**src/rtl/conv_ctrl_block.sv**
```systemverilog
// conv_ctrl_block
//   Command decoder and run-control sequencer sitting between a GPIO command
//   port and a 2D-convolution datapath. A rising edge on i_GPIOvalid accepts
//   one command (opcode i_GPIOctrl, payload i_GPIOdata). Kernel words are
//   addressed into the conv unit, image words are pulsed to the FSM, and the
//   IDLE -> RUN -> DONE handshake is sequenced. Results (or an optional status
//   word) are returned on o_GPIOdata.
//
//   Optional feature macro: CONV_CTRL_STATUS_EN (opcode 7 returns a status
//   word; when undefined, opcode 7 is illegal and sets err).
//
// Ports
//   i_CLK, i_rst            clock, async active-low reset
//   i_GPIOctrl/valid/data   command opcode, strobe, payload
//   i_EOP_from_FSM          end-of-processing level from the datapath FSM
//   i_MCUdata               result pixel, sampled on a data-request command
//   o_GPIOdata              readback word
//   o_KNLdata/o_KNLaddr     kernel word and its index
//   o_valid_to_CONV/FSM     one-cycle kernel / image word pulses
//   o_KNorIMG               0 = kernel mode, 1 = image mode
//   o_imgLength             image length
//   o_MCUreq                one-cycle data-request pulse
//   o_SoP / o_EOP_to_MCU    high in RUN / high in DONE
//   o_led                   {err, EOP, SoP}
module conv_ctrl_block #(
  parameter  int GPIO_DW   = 24,
  parameter  int PIX_W     = 13,
  parameter  int LEN_W     = 10,
  parameter  int KNL_WORDS = 3,
  localparam int KA_W      = $clog2(KNL_WORDS)
) (
  input  logic               i_CLK,
  input  logic               i_rst,
  input  logic [2:0]         i_GPIOctrl,
  input  logic               i_GPIOvalid,
  input  logic [GPIO_DW-1:0] i_GPIOdata,
  input  logic               i_EOP_from_FSM,
  input  logic [PIX_W-1:0]   i_MCUdata,
  output logic [31:0]        o_GPIOdata,
  output logic [GPIO_DW-1:0] o_KNLdata,
  output logic [KA_W-1:0]    o_KNLaddr,
  output logic               o_valid_to_CONV,
  output logic               o_valid_to_FSM,
  output logic               o_KNorIMG,
  output logic [LEN_W-1:0]   o_imgLength,
  output logic               o_MCUreq,
  output logic               o_SoP,
  output logic               o_EOP_to_MCU,
  output logic [2:0]         o_led
);

  typedef enum logic [1:0] {S_IDLE = 2'd0, S_RUN = 2'd1, S_DONE = 2'd2} state_e;

  state_e             state_q, state_d;
  logic               vprev_q;
  logic [KA_W-1:0]    knl_cnt_q, knl_cnt_d;
  logic               knl_full_q, knl_full_d;
  logic [15:0]        img_cnt_q, img_cnt_d;
  logic               err_q, err_d;
  logic               sop_q, sop_d;
  logic               eop_q, eop_d;
  logic [GPIO_DW-1:0] knl_data_q, knl_data_d;
  logic [KA_W-1:0]    knl_addr_q, knl_addr_d;
  logic               kimg_q, kimg_d;
  logic [LEN_W-1:0]   len_q, len_d;
  logic [31:0]        gpio_q, gpio_d;
  logic               conv_q, conv_d;
  logic               fsm_q, fsm_d;
  logic               req_q, req_d;

  logic               acc;
  logic               abort;
  logic [31:0]        mcu_ext;

  assign acc   = i_GPIOvalid & ~vprev_q;
  assign abort = acc & (i_GPIOctrl == 3'd6);

  always_comb begin
    state_d    = state_q;
    knl_cnt_d  = knl_cnt_q;
    knl_full_d = knl_full_q;
    img_cnt_d  = img_cnt_q;
    err_d      = err_q;
    sop_d      = sop_q;
    eop_d      = eop_q;
    knl_data_d = knl_data_q;
    knl_addr_d = knl_addr_q;
    kimg_d     = kimg_q;
    len_d      = len_q;
    gpio_d     = gpio_q;
    conv_d     = 1'b0;
    fsm_d      = 1'b0;
    req_d      = 1'b0;
    mcu_ext    = '0;
    mcu_ext[PIX_W-1:0] = i_MCUdata;

    // EOP is only honoured in RUN and loses to a same-cycle abort.
    if (state_q == S_RUN && i_EOP_from_FSM && !abort) begin
      state_d = S_DONE;
      sop_d   = 1'b0;
      eop_d   = 1'b1;
    end

    if (abort) begin
      state_d    = S_IDLE;
      knl_cnt_d  = '0;
      knl_full_d = 1'b0;
      img_cnt_d  = '0;
      err_d      = 1'b0;
      sop_d      = 1'b0;
      eop_d      = 1'b0;
    end else if (acc && i_GPIOctrl == 3'd7) begin
`ifdef CONV_CTRL_STATUS_EN
      gpio_d = {state_q, err_q, knl_full_q, 4'b0, 8'(knl_cnt_q), img_cnt_q};
`else
      err_d = 1'b1;
`endif
    end else if (acc) begin
      unique case (state_q)
        S_IDLE: begin
          unique case (i_GPIOctrl)
            3'd0: begin
              knl_data_d = i_GPIOdata;
              knl_addr_d = knl_cnt_q;
              conv_d     = 1'b1;
              kimg_d     = 1'b0;
              if (knl_cnt_q == KA_W'(KNL_WORDS - 1)) begin
                knl_cnt_d  = '0;
                knl_full_d = 1'b1;
              end else begin
                knl_cnt_d = knl_cnt_q + 1'b1;
              end
            end
            3'd1: begin
              len_d     = i_GPIOdata[LEN_W-1:0];
              img_cnt_d = '0;
              kimg_d    = 1'b1;
            end
            3'd2: begin
              fsm_d     = 1'b1;
              kimg_d    = 1'b1;
              img_cnt_d = img_cnt_q + 16'd1;
            end
            3'd3: begin
              gpio_d = mcu_ext;
              req_d  = 1'b1;
            end
            3'd4: begin
              if (knl_full_q) begin
                state_d = S_RUN;
                sop_d   = 1'b1;
              end else begin
                err_d = 1'b1;
              end
            end
            default: ; // ack is a no-op while configuring
          endcase
        end
        S_DONE: begin
          if (i_GPIOctrl == 3'd3) begin
            gpio_d = mcu_ext;
            req_d  = 1'b1;
          end else if (i_GPIOctrl == 3'd5) begin
            // knl_full survives the ack so a restart needs no kernel reload
            state_d = S_IDLE;
            eop_d   = 1'b0;
          end else begin
            err_d = 1'b1;
          end
        end
        default: err_d = 1'b1; // RUN accepts nothing but abort
      endcase
    end
  end

  always_ff @(posedge i_CLK or negedge i_rst) begin
    if (!i_rst) begin
      state_q    <= S_IDLE;
      vprev_q    <= 1'b1; // a strobe held through reset release is not a command
      knl_cnt_q  <= '0;
      knl_full_q <= 1'b0;
      img_cnt_q  <= '0;
      err_q      <= 1'b0;
      sop_q      <= 1'b0;
      eop_q      <= 1'b0;
      knl_data_q <= '0;
      knl_addr_q <= '0;
      kimg_q     <= 1'b1;
      len_q      <= '0;
      gpio_q     <= '0;
      conv_q     <= 1'b0;
      fsm_q      <= 1'b0;
      req_q      <= 1'b0;
    end else begin
      state_q    <= state_d;
      vprev_q    <= i_GPIOvalid;
      knl_cnt_q  <= knl_cnt_d;
      knl_full_q <= knl_full_d;
      img_cnt_q  <= img_cnt_d;
      err_q      <= err_d;
      sop_q      <= sop_d;
      eop_q      <= eop_d;
      knl_data_q <= knl_data_d;
      knl_addr_q <= knl_addr_d;
      kimg_q     <= kimg_d;
      len_q      <= len_d;
      gpio_q     <= gpio_d;
      conv_q     <= conv_d;
      fsm_q      <= fsm_d;
      req_q      <= req_d;
    end
  end

  assign o_GPIOdata      = gpio_q;
  assign o_KNLdata       = knl_data_q;
  assign o_KNLaddr       = knl_addr_q;
  assign o_valid_to_CONV = conv_q;
  assign o_valid_to_FSM  = fsm_q;
  assign o_KNorIMG       = kimg_q;
  assign o_imgLength     = len_q;
  assign o_MCUreq        = req_q;
  assign o_SoP           = sop_q;
  assign o_EOP_to_MCU    = eop_q;
  assign o_led           = {err_q, eop_q, sop_q};

endmodule

```
**config.mk**
```make
export PLATFORM = sky130hd
export DESIGN_NAME = conv_ctrl_block
export DESIGN_NICKNAME = d
export VERILOG_FILES = /design/src/rtl/conv_ctrl_block.sv
export SDC_FILE = /design/constraint.sdc
export NUM_CORES = 1
export LEC_CHECK = 0
export CORE_MARGIN = 1
export CORE_UTILIZATION = 30
export CTS_CLUSTER_SIZE = 28
export DETAILED_ROUTE_END_ITERATION = 8
export DONT_BUFFER_PORTS = 1
export PLACE_DENSITY_LB_ADDON = 0.25
export SYNTH_ARGS = -nofsm -noshare
export SYNTH_HDL_FRONTEND = slang
export SYNTH_SLANG_ARGS = --single-unit
```
**constraint.sdc**
```tcl
create_clock -name i_CLK -period 2.2 [get_ports i_CLK]
set_clock_uncertainty 0.15 [all_clocks]
set_input_delay 0.44 -clock i_CLK [delete_from_list [all_inputs] [get_ports i_CLK]]
set_output_delay 0.44 -clock i_CLK [all_outputs]
set_load 0.01 [all_outputs]
```
==> results.yml, run 1 <==
hold_path:
  hold_class: "in2reg"
  hp-start: "i_GPIOctrl[0]"
  whs_endpoint: "o_valid_to_FSM$_DFF_PN0_"
  whs_path_depth: 1
layout:
  final-instance-count-excl-fill: 360
  seqCellArea_um2: 1554
  insertedDiodeCount: 0
  final_nets: 294
  multi_input_area_um2: 902.1
  fill_cells: 854
  drive_gt1_share_pct: 22.35
  area_delta_synth_final_pct: 11.82
yosys:
  async_flop_share_pct: 100.0
  netlist_top_cells_area: "dfrtp_1, nand2_1, mux2_2"
  synth_most_common_cell: "nand2_1"
  synth_top_area_share_pct: 57.44
  synth-seq-cells: 62
  syn_avg_cell_area_um2: 10.89
  synth_cell_types: 32
  synthFlopType: "dfrtp_1"
  syn_area_um2: 2614
  ys_warn_count: 0
  synth_edf_count: 0
  synthCells: 240
  synth_common_cells: "nand2_1, dfrtp_1, buf_4"
  yosysTopAreaCell: "dfrtp_1"
  synth_seq_area_share_pct: 59.45
clock_network:
  cts_tree: "built"
  clkSlewWorstSetupHoldPaths_ns: 0.07
  cts.path.max_buffers: 2
  cts.repair.resized: 0
  cts_made_buffers: 9
  clkLatencyLatePin_ns: 0.33
  clkSinkCount: 62
  root_buffer: "clkbuf_8"
  cts_max_level: 3
  cts_setup_buffers: 0
global_routing:
  antenna_found_initial: 0
  grt_pass1_wl_um: 8238
  grt_pass1_vias: 1635
  grt.total_usage_pct: 12.39
  gr-total-overflow: 0
  grt_max_degree: 63
power:
  irDropWorstVdd_uv: 502.6
  powerDensity_nw_per_um2: 1104
  switching_share_pct: 33.57
  p_leak_nw: 1.404
  power.internal_mw: 2.143
  p_sw_mw: 1.083
  clockPowerShare_pct: 27.4
  seqPwrFrac_pct: 58.2
  comb_power_share_pct: 14.5
sta:
  finalSetupTns_ns: 0
  rsz0062_at_grt: "no"
  layout_setup_ws_ns: 0.1865
  maxSlewViolCount: 0
  hold_viol_final: 0
  clock.fmax_mhz: 496.7
  period_share_pct: 91.52
  fin_crit_ns: 2.013
  setup_violations: 0
setup_path:
  crit_type: "reg2reg"
  reg2reg_from: "vprev_q$_DFF_PN1_"
  timing.rr.end: "o_imgLength[4]$_DFFE_PN0P_"
  r2r_slack_ns: 0.19
  cp_data_required_time_ns: 2.27
  path_max_fanout: 10
  cp-end-kind: "flip-flop"
  worst-endpoint-arrival_ns: 2.08
  startpoint_type: "flip-flop"
  reg2reg_depth: 4
die:
  die_w_um: 95.34
  fp.coreArea_um2: 8341
  fp.dieArea_um2: 9090
  row_count: 33
  fp.dieH_um: 95.34
  ios: 121
  start_util_pct: 31.34
route:
  wire_per_inst_um: 14.67
  drc_errors: 0
  drt-initial-drc-count: 60
  vias: 1610
  routed_via_density: 4.472
  routed_wl_um: 5282
  drtAntennaViolNets: 0
  first_pass_iters: 4
placement:
  io_buffers: 0
  dp_cells: 341
  pre_cts_ws_ns: 0.09646
  dp.final_hpwl_um: 3593
  gp_congestion: 0.7181
flow_run:
  cap_viol_max_count: 0
run_status:
  status: "complete, no violations"
-- worst max path at each step --
stage | slack, ns | endpoint | start | cells past startpoint
floorplan | 0.15 | o_imgLength[0]$_DFFE_PN0P_ | i_GPIOctrl[2] | 4
finish | 0.19 | o_imgLength[4]$_DFFE_PN0P_ | vprev_q$_DFF_PN1_ | 4
global placement | 0.11 | knl_cnt_q[1]$_DFFE_PN0P_ | i_GPIOctrl[2] | 4
CTS | 0.16 | o_imgLength[4]$_DFFE_PN0P_ | vprev_q$_DFF_PN1_ | 4
global route | 0.12 | o_KNLdata[14]$_DFFE_PN0P_ | vprev_q$_DFF_PN1_ | 6
detailed placement | 0.1 | o_imgLength[4]$_DFFE_PN0P_ | i_GPIOctrl[2] | 4
-- worst max-delay path, stage by stage, from the launching register on --
cell	delay, ns
dfstp_2	0.37
or4b_1	0.67
nor3_4	0.22
buf_12	0.16
mux2_2	0.33
-- cell families after synthesis --
logic type             share of synthesized area (%)
buffers and inverters                          8.616
AO/OA/AOI/OAI                                  4.404
AND/OR/NAND/NOR                                17.47
flip-flops                                     59.45
multiplexers                                   9.909
other                                         0.1435
-- power by group through the flow --
| stage | combinational (mW) | clock (mW) | sequential, mW |
|---|---|---|---|
| after floorplan | 0.418 | 0 | 1.82 |
| after detailed placement | 0.443 | 0 | 1.90 |
| after global placement | 0.424 | 0 | 1.90 |
| after CTS | 0.476 | 0.920 | 1.89 |
| final | 0.466 | 0.882 | 1.88 |
| after global routing | 0.536 | 0.971 | 1.93 |
-- routing by layer --
layer,global-route usage [%],vias up,routed length (µm)
li1,-,759,-
met1,15.59,757,2271
met2,17.86,83,2393
met3,5.423,11,521
met4,6.439,0,95
met5,0,-,0
-- cell usage in the layout, fill, tap and decap left out, types with 2 or more instances in the layout --
master	synthesis	final
dlygate4sd3_1	0	2
nor3_1	2	2
or3_1	2	2
nand2_1	80	80
conb_1	1	19
nor2_1	5	5
clkbuf_8	0	10
a31oi_1	3	3
buf_12	0	3
dfrtp_1	60	60
a21oi_1	7	7
clkinv_2	0	3
dfstp_2	2	2
clkinvlp_4	0	3
nor3b_1	2	2
mux2_2	23	23
o21ai_0	4	4
inv_1	3	3
buf_4	25	5
-- sequential cells by signal (all words and copies together), names as in the netlist, 2 cells and up --
name	cells
state_q	2
o_KNLdata	24
o_GPIOdata	13
o_KNLaddr	2
o_imgLength	10
knl_cnt_q	2
-- layout make-up --
type                       instances  area share (%)
multi-input combinational        162           30.86
sequential                        62           53.17
clock inverter                     6           1.284
timing repair buffer              11           4.966
clock buffer                      10           4.709
inverter                           4          0.5137
tap                              105           4.495
-- what timing repair did --
action	4_1_cts	5_1_grt
hold buffers	3	0
setup endpoints to repair	0	0
hold endpoints to repair	63	0
-- per-stage QoR --
step | power, mW | utilization (%) | hold slack (ns) | instance area (µm²)
2_1_floorplan | 2.233 | - | -0.005591 | 2681
3_3_place_gp | 2.329 | 32.37 | -0.004067 | 2700
3_5_place_dp | 2.342 | 32.37 | -0.004168 | 2700
4_1_cts | 3.282 | 35.04 | 0.003537 | 2923
5_1_grt | 3.433 | 35.04 | 0.01264 | 2923
6_report | 3.226 | 35.04 | 0.01592 | 2923
No activity file was read; power rests on OpenSTA's default activity.
==> run 2: changes to the inputs <==
- CORE_UTILIZATION: 30 -> 43
==> results.yml, run 2 (synthesis gave the netlist of run 1 again) <==
clock_network:
  clkSinkCount: 62
  clkLatencyLatePin_ns: 0.32
  cts.path.max_buffers: 2
  cts_setup_buffers: 0
  cts_max_level: 3
  clkSlewWorstSetupHoldPaths_ns: 0.07
  root_buffer: "clkbuf_8"
  cts_made_buffers: 9
  cts_tree: "built"
die:
  start_util_pct: 44.41
  fp.dieArea_um2: 6394
  ios: 121
  die_w_um: 79.97
  row_count: 28
  fp.coreArea_um2: 5886
  fp.dieH_um: 79.97
hold_path:
  hold_class: "in2reg"
route:
  routed_via_density: 4.918
  wire_per_inst_um: 14.63
  drt-initial-drc-count: 58
  routed_wl_um: 4828
  vias: 1623
  drtAntennaViolNets: 0
  drc_errors: 0
  first_pass_iters: 4
power:
  irDropWorstVdd_uv: 582.7
  power.total_mw: 3.431
  powerDensity_nw_per_um2: 1169
  p_leak_nw: 1.434
global_routing:
  groute.layer.met1.usage_pct: 20.28
  antenna_found_initial: 0
  top_usage_layer: "met2"
  met3_usage_pct: 7.543
  grt_pass1_wl_um: 7583
  grt.total_usage_pct: 16.38
  grt_max_degree: 63
  gr-total-overflow: 0
  grt_use_met2_pct: 23.25
  grt_pass1_vias: 1583
layout:
  layout_commonest_cell: "nand2_1"
  final_core_util_pct: 49.85
  fill_cells: 552
  drive_gt1_share_pct: 21.96
  seqCellArea_um2: 1554
  multi_input_area_um2: 902.1
  mostFrequentLayoutCells: "nand2_1, dfrtp_1, mux2_2"
  area_delta_synth_final_pct: 12.25
  largest_register_ffs: 24
  insertedDiodeCount: 0
  final_nets: 294
setup_path:
  startpoint_type: "flip-flop"
  worst-endpoint-arrival_ns: 2.08
  cp-end-kind: "flip-flop"
  crit_type: "reg2reg"
  path_max_fanout: 10
  cp_data_required_time_ns: 2.26
sta:
  period_share_pct: 91.88
  hold_viol_final: 0
  maxSlewViolCount: 0
  rsz0062_at_grt: "no"
  setup_violations: 0
  fin_crit_ns: 2.021
  clock.fmax_mhz: 494.7
  finalSetupTns_ns: 0
  layout_setup_ws_ns: 0.1787
  holdWs_ns: 0.04909
run_status:
  status: "complete, no violations"
flow_run:
  cap_viol_max_count: 0
placement:
  dp.final_hpwl_um: 3299
  io_buffers: 0
  gp_congestion: 0.7852
  pre_cts_ws_ns: 0.1103
[run 2: per-stage QoR]
step | std cells | cell area [µm²]
floorplan | 258 | 2681
global placement | 311 | 2663
detailed placement | 311 | 2663
CTS | 330 | 2934
global route | 330 | 2934
finish | 330 | 2934
[run 2: timing repair]
action                     4_1_cts  5_1_grt
hold endpoints to repair        63        0
setup endpoints to repair        0        0
hold buffers                     3        0
gates resized for setup          0        0
[run 2: area by class of cell]
type                    count  share of cell area (%)
inverters                   4                  0.5117
clock inverters             5                   2.815
multi-input cells         162                   30.75
well taps                  75                   3.198
clock buffers              11                   4.819
flip-flops and latches     62                   52.96
repair buffers             11                   4.947
[run 2: power by group]
group / internal (mW) / leakage, nW / switching (mW)
sequential: 1.48 / 0.778 / 0.416
clock: 0.671 / 0.113 / 0.432
combinational: 0.220 / 0.542 / 0.210
total: 2.37 / 1.43 / 1.06
[run 2: critical path, stage by stage, from the launching register on]
cell     delay [ns]
dfstp_2        0.37
or4b_1         0.68
nor3_4         0.22
buf_12         0.16
mux2_2         0.33
[run 2: path summary, 6_finish.rpt]
path	slack (ns)	cells after the start	start	to
min in group asynchronous	0.48	2	i_rst	o_KNLdata[8]$_DFFE_PN0P_
hold reg to reg	0.39	2	o_KNLdata[10]$_DFFE_PN0P_	o_KNLdata[10]$_DFFE_PN0P_
max in group asynchronous	1.12	2	i_rst	vprev_q$_DFF_PN1_
setup / recovery	0.18	4	vprev_q$_DFF_PN1_	o_imgLength[6]$_DFFE_PN0P_
hold / removal	0.05	1	i_GPIOctrl[0]	o_valid_to_FSM$_DFF_PN0_
setup reg to reg	0.18	4	vprev_q$_DFF_PN1_	o_imgLength[6]$_DFFE_PN0P_
[run 2: metal layers]
layer / wire length (µm) / vias up
met5: 0 / -
met4: 70 / 0
met3: 453 / 5
met2: 2186 / 82
met1: 2117 / 774
li1: - / 762
==> run 3: changes to the inputs <==
- RECOVER_POWER: unset -> 50
- SKIP_CTS_REPAIR_TIMING: unset -> 1
==> results.yml, run 3 (synthesis gave the netlist of run 1 again) <==
clock_network:
  cts_tree: "built"
  clkSinkCount: 62
  cts.path.max_buffers: 2
  clkSlewWorstSetupHoldPaths_ns: 0.07
  cts_max_level: 3
  root_buffer: "clkbuf_8"
  cts_made_buffers: 9
  clkLatencyLatePin_ns: 0.33
setup_path:
  crit_type: "reg2reg"
  cp_data_required_time_ns: 2.30
  path_max_fanout: 10
  worst-endpoint-arrival_ns: 2.12
  startpoint_type: "flip-flop"
  cp-end-kind: "flip-flop"
power:
  p_sw_mw: 1.063
  switching_share_pct: 30.99
  clockPowerShare_pct: 32.3
  irDropWorstVdd_uv: 582.9
  p_leak_nw: 1.422
  seqPwrFrac_pct: 55.3
  comb_power_share_pct: 12.4
  power.internal_mw: 2.367
  power.total_mw: 3.430
  powerDensity_nw_per_um2: 1179
sta:
  layout_setup_ws_ns: 0.1785
  worst_pin_slew_ns: 0.8202
  finalSetupTns_ns: 0
  period_share_pct: 91.89
  maxSlewViolCount: 0
  fin_crit_ns: 2.022
  holdWs_ns: 0.04597
  hold_viol_final: 0
  clock.fmax_mhz: 494.7
  maxSlewHeadroom_pct: 45.32
  setup_violations: 0
  rsz0062_at_grt: "no"
hold_path:
  hold_class: "in2reg"
global_routing:
  grt_max_degree: 63
  grt_pass1_wl_um: 7541
  grt_pass1_vias: 1575
  antenna_found_initial: 0
  grt.total_usage_pct: 16.31
  gr-total-overflow: 0
placement:
  pre_cts_ws_ns: 0.1103
  io_buffers: 0
  gp_congestion: 0.7852
  dp_cells: 311
  dp.final_hpwl_um: 3299
flow_run:
  cap_viol_max_count: 0
die:
  die_w_um: 79.97
  fp.dieH_um: 79.97
  start_util_pct: 44.41
  ios: 121
  fp.coreArea_um2: 5886
  row_count: 28
  fp.dieArea_um2: 6394
route:
  wire_per_inst_um: 14.73
  drc_errors: 0
  drt-initial-drc-count: 44
  routed_via_density: 4.942
  routed_wl_um: 4861
  vias: 1631
  drtAntennaViolNets: 0
  first_pass_iters: 4
layout:
  insertedDiodeCount: 0
  mostFrequentLayoutCells: "nand2_1, dfrtp_1, mux2_2"
  final_nets: 294
  area_delta_synth_final_pct: 11.35
  fill_cells: 556
  largest_register_ffs: 24
  drive_gt1_share_pct: 21.57
  layout_commonest_cell: "nand2_1"
  final-instance-count-excl-fill: 330
run_status:
  status: "complete, no violations"
## run 3: area by class of cell
type | instances | area, µm² | share of cell area, %
Sequential cell | 62 | 1554 | 53.40
Multi-Input combinational cell | 162 | 902.1 | 31.00
Clock buffer | 11 | 141.4 | 4.858
Timing Repair Buffer | 11 | 121.4 | 4.170
Tap cell | 75 | 93.84 | 3.224
Clock inverter | 5 | 82.58 | 2.837
Inverter | 4 | 15.01 | 0.5159
## run 3: path summary, 6_finish.rpt
check                                          startpoint                         to  slack (ns)  depth (start not counted)
worst min register to register  o_KNLdata[10]$_DFFE_PN0P_  o_KNLdata[10]$_DFFE_PN0P_        0.39                          2
worst max-delay path                    vprev_q$_DFF_PN1_   knl_cnt_q[1]$_DFFE_PN0P_        0.18                          4
min in group asynchronous                           i_rst   o_KNLdata[8]$_DFFE_PN0P_        0.62                          2
worst max register to register          vprev_q$_DFF_PN1_   knl_cnt_q[1]$_DFFE_PN0P_        0.18                          4
worst min-delay path                        i_GPIOctrl[0]   o_valid_to_FSM$_DFF_PN0_        0.05                          1
max in group asynchronous                           i_rst  o_GPIOdata[8]$_DFFE_PN0P_        0.75                          2
## run 3: worst max-delay path, stage by stage, from the launching register on
cell and delay (ns):
dfstp_2 0.37, or4b_1 0.68, nand3b_4 0.28, or3_1 0.33
a21oi_1 0.15
## run 3: per-stage QoR
step           cell area (µm²)  util (%)
2_1_floorplan             2681         -
3_3_place_gp              2663     45.24
3_5_place_dp              2663     45.24
4_1_cts                   2887     49.04
5_1_grt                   2910     49.45
6_report                  2910     49.45
## run 3: layer usage
layer	up-vias	track usage [%]	share of wire [%]
li1	760	-	-
met1	789	20.06	44
met2	77	23.08	46
met3	5	7.771	8.4
met4	0	9.643	1.4
met5	-	0	0
## run 3: power groups by stage
| stage | Clock, mW | Sequential (mW) | Combinational [mW] |
|---|---|---|---|
| finish | 1.11 | 1.90 | 0.425 |
| global route | 1.20 | 1.95 | 0.488 |
| CTS | 1.14 | 1.90 | 0.407 |
| detailed placement | 0 | 1.91 | 0.412 |
| global placement | 0 | 1.92 | 0.383 |
| floorplan | 0 | 1.82 | 0.418 |
